[config.mk]
export PLATFORM = sky130hd
export DESIGN_NAME = button_repeater
export DESIGN_NICKNAME = d
export VERILOG_FILES = /design/src/rtl/button_repeater.sv
export SDC_FILE = /design/constraint.sdc
export NUM_CORES = 1
export LEC_CHECK = 0
export ABC_CLOCK_PERIOD_IN_PS = 5500
export BUFFER_PORTS_ARGS = -buffer_cell sky130_fd_sc_hd__buf_2
export CAP_MARGIN = 15
export CORE_ASPECT_RATIO = 2
export CORE_MARGIN = 2
export CORE_UTILIZATION = 25
export CTS_BUF_LIST = sky130_fd_sc_hd__clkbuf_8
export DETAILED_ROUTE_END_ITERATION = 12
export GPL_TIMING_DRIVEN = 0
export HOLD_SLACK_MARGIN = 0.03
export SKIP_CTS_REPAIR_TIMING = 1
export SLEW_MARGIN = 20
export SYNTH_ARGS = -nofsm -noshare
export SYNTH_HDL_FRONTEND = slang
export SYNTH_SLANG_ARGS = --single-unit
export TNS_END_PERCENT = 50
[constraint.sdc]
create_clock -name uclock -period 5.5 [get_ports uclock]
set_input_delay 1.1 -clock uclock [delete_from_list [all_inputs] [get_ports uclock]]
set_output_delay 1.1 -clock uclock [all_outputs]
set_load 0.02 [all_outputs]
[src/rtl/button_repeater.sv]
// button_repeater: multi-channel push-button conditioner with typematic auto-repeat.
// Each channel synchronises its raw button, debounces the press, emits a one-cycle
// press pulse on acceptance, then after a hold time runs a square-wave repeat with
// a press pulse on every rising edge of level.
//
// Ports:
//   uclock    - system clock, all logic on the rising edge
//   reset     - synchronous active-high reset
//   btn_in    - raw asynchronous button levels, active-high, one bit per channel
//   level     - conditioned level: high while held, square wave while repeating
//   press     - one-cycle pulse on acceptance and on every repeat
//   repeating - high while the channel is auto-repeating
//
// Optional feature: define REPEAT_ACCEL_EN to halve the repeat period (and high
// point) after every ACCEL_STEPS repeats, down to a floor of PERIOD_CYC>>2.
// With the macro undefined the period is fixed and no repeat counter exists.
//
// Latency: btn_in to FSM is 2 cycles of synchroniser; all outputs are registered.
// No backpressure: outputs are free-running pulses/levels.

module button_repeater #(
  parameter int CHANNELS     = 4,
  parameter int CNT_W        = 26,
  parameter int DEBOUNCE_CYC = 500_000,
  parameter int HOLD_CYC     = 50_000_000,
  parameter int PERIOD_CYC   = 6_000_000,
  parameter int HIGH_CYC     = 3_000_000,
  parameter int ACCEL_STEPS  = 8
) (
  input  logic                uclock,
  input  logic                reset,
  input  logic [CHANNELS-1:0] btn_in,
  output logic [CHANNELS-1:0] level,
  output logic [CHANNELS-1:0] press,
  output logic [CHANNELS-1:0] repeating
);

  // Terminal counts and nominal repeat timing, sized to the counter width.
  localparam logic [CNT_W-1:0] DEB_LAST  = CNT_W'(DEBOUNCE_CYC - 1);
  localparam logic [CNT_W-1:0] HOLD_LAST = CNT_W'(HOLD_CYC - 1);
  localparam logic [CNT_W-1:0] PER_NOM   = CNT_W'(PERIOD_CYC);
  localparam logic [CNT_W-1:0] HIGH_NOM  = CNT_W'(HIGH_CYC);

`ifdef REPEAT_ACCEL_EN
  localparam logic [CNT_W-1:0] PER_FLOOR = CNT_W'(PERIOD_CYC >> 2);
  localparam int               STEP_W    = (ACCEL_STEPS > 1) ? $clog2(ACCEL_STEPS) : 1;
  localparam logic [STEP_W-1:0] STEP_LAST = STEP_W'(ACCEL_STEPS - 1);
`endif

  typedef enum logic [1:0] {
    ST_IDLE,
    ST_DEBOUNCE,
    ST_HELD,
    ST_REPEAT
  } state_t;

  for (genvar ch = 0; ch < CHANNELS; ch++) begin : g_ch

    logic             sync1;
    logic             btn_s;
    state_t           state;
    // Shared counter: debounce/hold count outside REPEAT, phase inside REPEAT.
    logic [CNT_W-1:0] cnt;
    logic             level_q;
    logic             press_q;
    logic             rep_q;

    // Active period and high point for this channel.
    logic [CNT_W-1:0] per_cur;
    logic [CNT_W-1:0] high_cur;
    logic [CNT_W-1:0] per_nxt;
    logic [CNT_W-1:0] high_nxt;

    logic             wrap;
    logic [CNT_W-1:0] phase_nxt;

`ifdef REPEAT_ACCEL_EN
    logic [CNT_W-1:0]  per_q;
    logic [CNT_W-1:0]  high_q;
    logic [STEP_W-1:0] rep_cnt;
    // Set once ACCEL_STEPS repeats have been seen; consumed at the next wrap
    // so a period is never cut short mid-cycle.
    logic              accel_pend;

    assign per_cur  = per_q;
    assign high_cur = high_q;

    always_comb begin
      per_nxt  = per_cur;
      high_nxt = high_cur;
      if (wrap && accel_pend && (per_cur > PER_FLOOR)) begin
        per_nxt  = per_cur >> 1;
        high_nxt = high_cur >> 1;
      end
    end

    // Acceleration state only lives while the button is held in REPEAT;
    // anything else (release, other states, reset) restores nominal timing.
    always_ff @(posedge uclock) begin
      if (reset || !(state == ST_REPEAT && btn_s)) begin
        per_q      <= PER_NOM;
        high_q     <= HIGH_NOM;
        rep_cnt    <= '0;
        accel_pend <= 1'b0;
      end else begin
        per_q  <= per_nxt;
        high_q <= high_nxt;
        if (wrap) begin
          accel_pend <= 1'b0;
        end
        // A repeat pulse on the same edge as a wrap still arms the next step.
        if (phase_nxt == high_nxt) begin
          if (rep_cnt == STEP_LAST) begin
            rep_cnt    <= '0;
            accel_pend <= 1'b1;
          end else begin
            rep_cnt <= rep_cnt + STEP_W'(1);
          end
        end
      end
    end
`else
    assign per_cur  = PER_NOM;
    assign high_cur = HIGH_NOM;
    assign per_nxt  = PER_NOM;
    assign high_nxt = HIGH_NOM;
`endif

    always_comb begin
      wrap      = (cnt == per_cur - CNT_W'(1));
      phase_nxt = wrap ? '0 : cnt + CNT_W'(1);
    end

    // Channel FSM. Release (btn_s low) is checked before any terminal count so
    // a release coinciding with acceptance or repeat entry suppresses it.
    always_ff @(posedge uclock) begin
      if (reset) begin
        sync1   <= 1'b0;
        btn_s   <= 1'b0;
        state   <= ST_IDLE;
        cnt     <= '0;
        level_q <= 1'b0;
        press_q <= 1'b0;
        rep_q   <= 1'b0;
      end else begin
        sync1   <= btn_in[ch];
        btn_s   <= sync1;
        press_q <= 1'b0;

        case (state)
          ST_IDLE: begin
            cnt     <= '0;
            level_q <= 1'b0;
            rep_q   <= 1'b0;
            if (btn_s) begin
              state <= ST_DEBOUNCE;
            end
          end

          ST_DEBOUNCE: begin
            if (!btn_s) begin
              state <= ST_IDLE;
              cnt   <= '0;
            end else if (cnt == DEB_LAST) begin
              state   <= ST_HELD;
              cnt     <= '0;
              press_q <= 1'b1;
              level_q <= 1'b1;
            end else begin
              cnt <= cnt + CNT_W'(1);
            end
          end

          ST_HELD: begin
            if (!btn_s) begin
              state   <= ST_IDLE;
              cnt     <= '0;
              level_q <= 1'b0;
            end else if (cnt == HOLD_LAST) begin
              // Phase 0 is always below the high point, so level drops here.
              state   <= ST_REPEAT;
              cnt     <= '0;
              level_q <= 1'b0;
              rep_q   <= 1'b1;
            end else begin
              cnt <= cnt + CNT_W'(1);
            end
          end

          ST_REPEAT: begin
            if (!btn_s) begin
              state   <= ST_IDLE;
              cnt     <= '0;
              level_q <= 1'b0;
              rep_q   <= 1'b0;
            end else begin
              // Outputs track the phase being entered so they line up with it.
              cnt     <= phase_nxt;
              level_q <= (phase_nxt >= high_nxt);
              press_q <= (phase_nxt == high_nxt);
              rep_q   <= 1'b1;
            end
          end

          default: begin
            state   <= ST_IDLE;
            cnt     <= '0;
            level_q <= 1'b0;
            rep_q   <= 1'b0;
          end
        endcase
      end
    end

    assign level[ch]     = level_q;
    assign press[ch]     = press_q;
    assign repeating[ch] = rep_q;

  end : g_ch

endmodule

==> impl_results.md <==
* Pre-antenna DRT Iters at 5
* Post-Syn Nets at 1083
* Top post-synthesis cells by area: dfxtp_1, nor2_1, xnor2_1, xor2_1, nand2_1
* Critical path class: reg -> reg
* RSZ-0062 raised after global routing: no
* Initial antenna violation count at 1
* Post-route ant nets at 0
* Most common cell in the netlist: nor2_1
* Routed wire length at 23700 µm
* Fin nets at 1119
* Die height at 260 µm
* Post-synthesis instance area at 8200 µm²
* Crit end category: register
* Hold Path Class: reg -> reg
* CP Data Required Time at 5.86 ns
* Number of CTS-inserted buffers at 17
* Slack of the critical path at 1.96 ns
* Io pins at 18
* Die area at 34300 µm²
* DRT iter0 DRCs at 368
* Final hold viol count at 0
* CTS Buffer Depth at 2
* Syn Inst Count at roughly 1100
* Sum Neg Setup Slack at 0 ns
* Global-route usage over all layers at 14.2%
* Via count at 7983
* Max-slew headroom at 30.8%
* Wirelength per Cell at 15.4 µm
* Final period util at 64.3%
* Synth Flop Type: dfxtp_1
* Worst-Skew Late Latency at 0.48 ns
* Ys Warns at 0
* Core ar. at 32200 µm²
* CTS tree: built
* Via-to-Cell Ratio at 5.17
* Pre-CTS setup slack at 2.00 ns
* Slew @ Worst Pin at slightly above 1 ns
* Top post-synthesis cells by count: nor2_1, dfxtp_1, nand2_1
* Post-Layout Cell Count at 1545
* Maximum VDD drop at 0.000152 V
* Unique cell type count in the Yosys netlist at 83
* # H-tree levels at 4
* GP Congestion at 0.934
* Largest net degree at the start of global routing at 17
* Pins Over Slew Limit at 0
* Tmin final at 3.54 ns
* Post-synth top area share at between 30% and 40%
* Filler cells at 3512
* Avg Cell Area, Syn at roughly 7.7 µm²
* Seq cells post-synth at 132
* FFs w/ async S/R, synth at 0%
* Synth area leader: dfxtp_1
* Leakage at around 0.0027 µW
* EDFF count, synth at 0
* Total grt overflow at 0
* Share of cells above drive strength 1 at 8.77%
* Worst Path Max Fanout at 10
* PortBufs at 17
* PwrDens at 211 nW/µm²
* Worst EP arrival at 3.90 ns
* Vias in the first global route at 8059
* Die width at between 100 and 150 µm
* Post-placement cell count at between 1500 and 2000
* Cell Area, Placed at 8810 µm²
* Final core utilization at 28.7%
* DPL Wire Length at 18000 µm
* Outcome: completed
* Sink Count at 132
* Clock Skew at 0.0160 ns
* Startpoint types: register
* Fin area at roughly 9300 µm²
* # DRC at 0
* Num rows at 93
* Max-cap violations at 0
* Seq/Total Area, Yosys at 32.2%
* Register clock-pin slew on the reported worst setup and hold paths at roughly 0.080 ns
* Area Overhead vs Synth at 13.1%
* Highest Clock Rate at 0.283 GHz
* Starting Density at between 20 and 30%
* Final setup viols at 0
* Root Driver: clkbuf_8
* First-pass GRT wire length at 39300 µm
layout by cell type, fill, tap and decap left out, drive strengths merged, types with 6 or more instances in the layout:
cell type	n
nor2	177
dfxtp	132
nand2	82
clkbuf	68
xnor2	58
nand3	56
buf	50
xor2	43
nand4	42
inv	42
nor4	39
nor3	32
o21ai	30
a21oi	25
nor2b	16
nor4b	13
and4	11
or3	10
and2	10
and3	9
ha	9
or4	9
nand2b	8
a31oi	8
a21o	7
nand3b	6
mux2i	6
a22o	6
nor3b	6
or2	6
logic make-up after synthesis:
logic type | synth area share [%]
flops | 32.2
fa+ha+maj | 1.37
compound gates | 13.0
mux | 0.733
xor+xnor | 10.8
buf+inv | 6.34
simple gates | 35.5
state kept, by name, indices dropped and copies added (netlist names):
signal and flops:
g_ch.rep_q 4, g_ch.level_q 4, g_ch.btn_s 4, g_ch.state 8
g_ch.press_q 4, g_ch.sync1 4, g_ch.cnt 104
worst paths after layout:
path	cells past startpoint	startpoint	slack [ns]	end
max	10	g_ch[0].cnt[0]	1.96	g_ch[0].cnt[24]
min	1	g_ch[0].sync1	0.44	g_ch[0].btn_s
max reg2reg	10	g_ch[0].cnt[0]	1.96	g_ch[0].cnt[24]
min reg2reg	1	g_ch[0].sync1	0.44	g_ch[0].btn_s
through the flow:
step                hold WS, ns  total power (µW)
floorplan                 0.414              1010
global placement          0.420              1020
detailed placement        0.425              1020
CTS                       0.446              1990
global route              0.463              2040
finish                    0.438              1950
metal layers:
| layer | vias up | track usage (%) | share of wire (%) | wire length [µm] |
|---|---|---|---|---|
| li1 | 3883 | - | - | - |
| met1 | 3752 | 12.6 | 35 | 8390 |
| met2 | 232 | 27.2 | 54 | 12800 |
| met3 | 116 | 2.73 | 3.1 | 747 |
| met4 | 0 | 12.0 | 7.6 | 1800 |
| met5 | - | 0 | 0 | 0 |
worst max-delay path, cell delays in order (launching register included):
cell	delay [ns]
dfxtp_1	0.42
ha_1	0.30
and4_1	0.22
clkbuf_1	0.32
nand3_1	0.12
nor4_1	0.77
nor2_1	0.19
or2_1	0.30
o211ai_2	0.35
buf_2	0.34
nor2_1	0.09
layout make-up:
class                   instances  area, µm²  share of cell area, %
flip-flops and latches        132       2640                   28.5
repair buffers                 17       85.1                  0.918
diodes                          1       2.50                 0.0270
multi-input cells             818       5030                   54.3
inverters                      34        128                   1.38
plain buffers                  84        392                   4.23
clock inverters                15        215                   2.32
clock buffers                  17        234                   2.52
well taps                     427        534                   5.77
where the power goes:
| part | switching (µW) | total [µW] | internal (µW) |
|---|---|---|---|
| combinational | 22.8 | 36.6 | 13.8 |
| sequential | 3.39 | 963 | 960 |
| clock | 447 | 955 | 507 |
| total | 474 | 1950 | 1480 |
(Power assumes the default switching activity.)
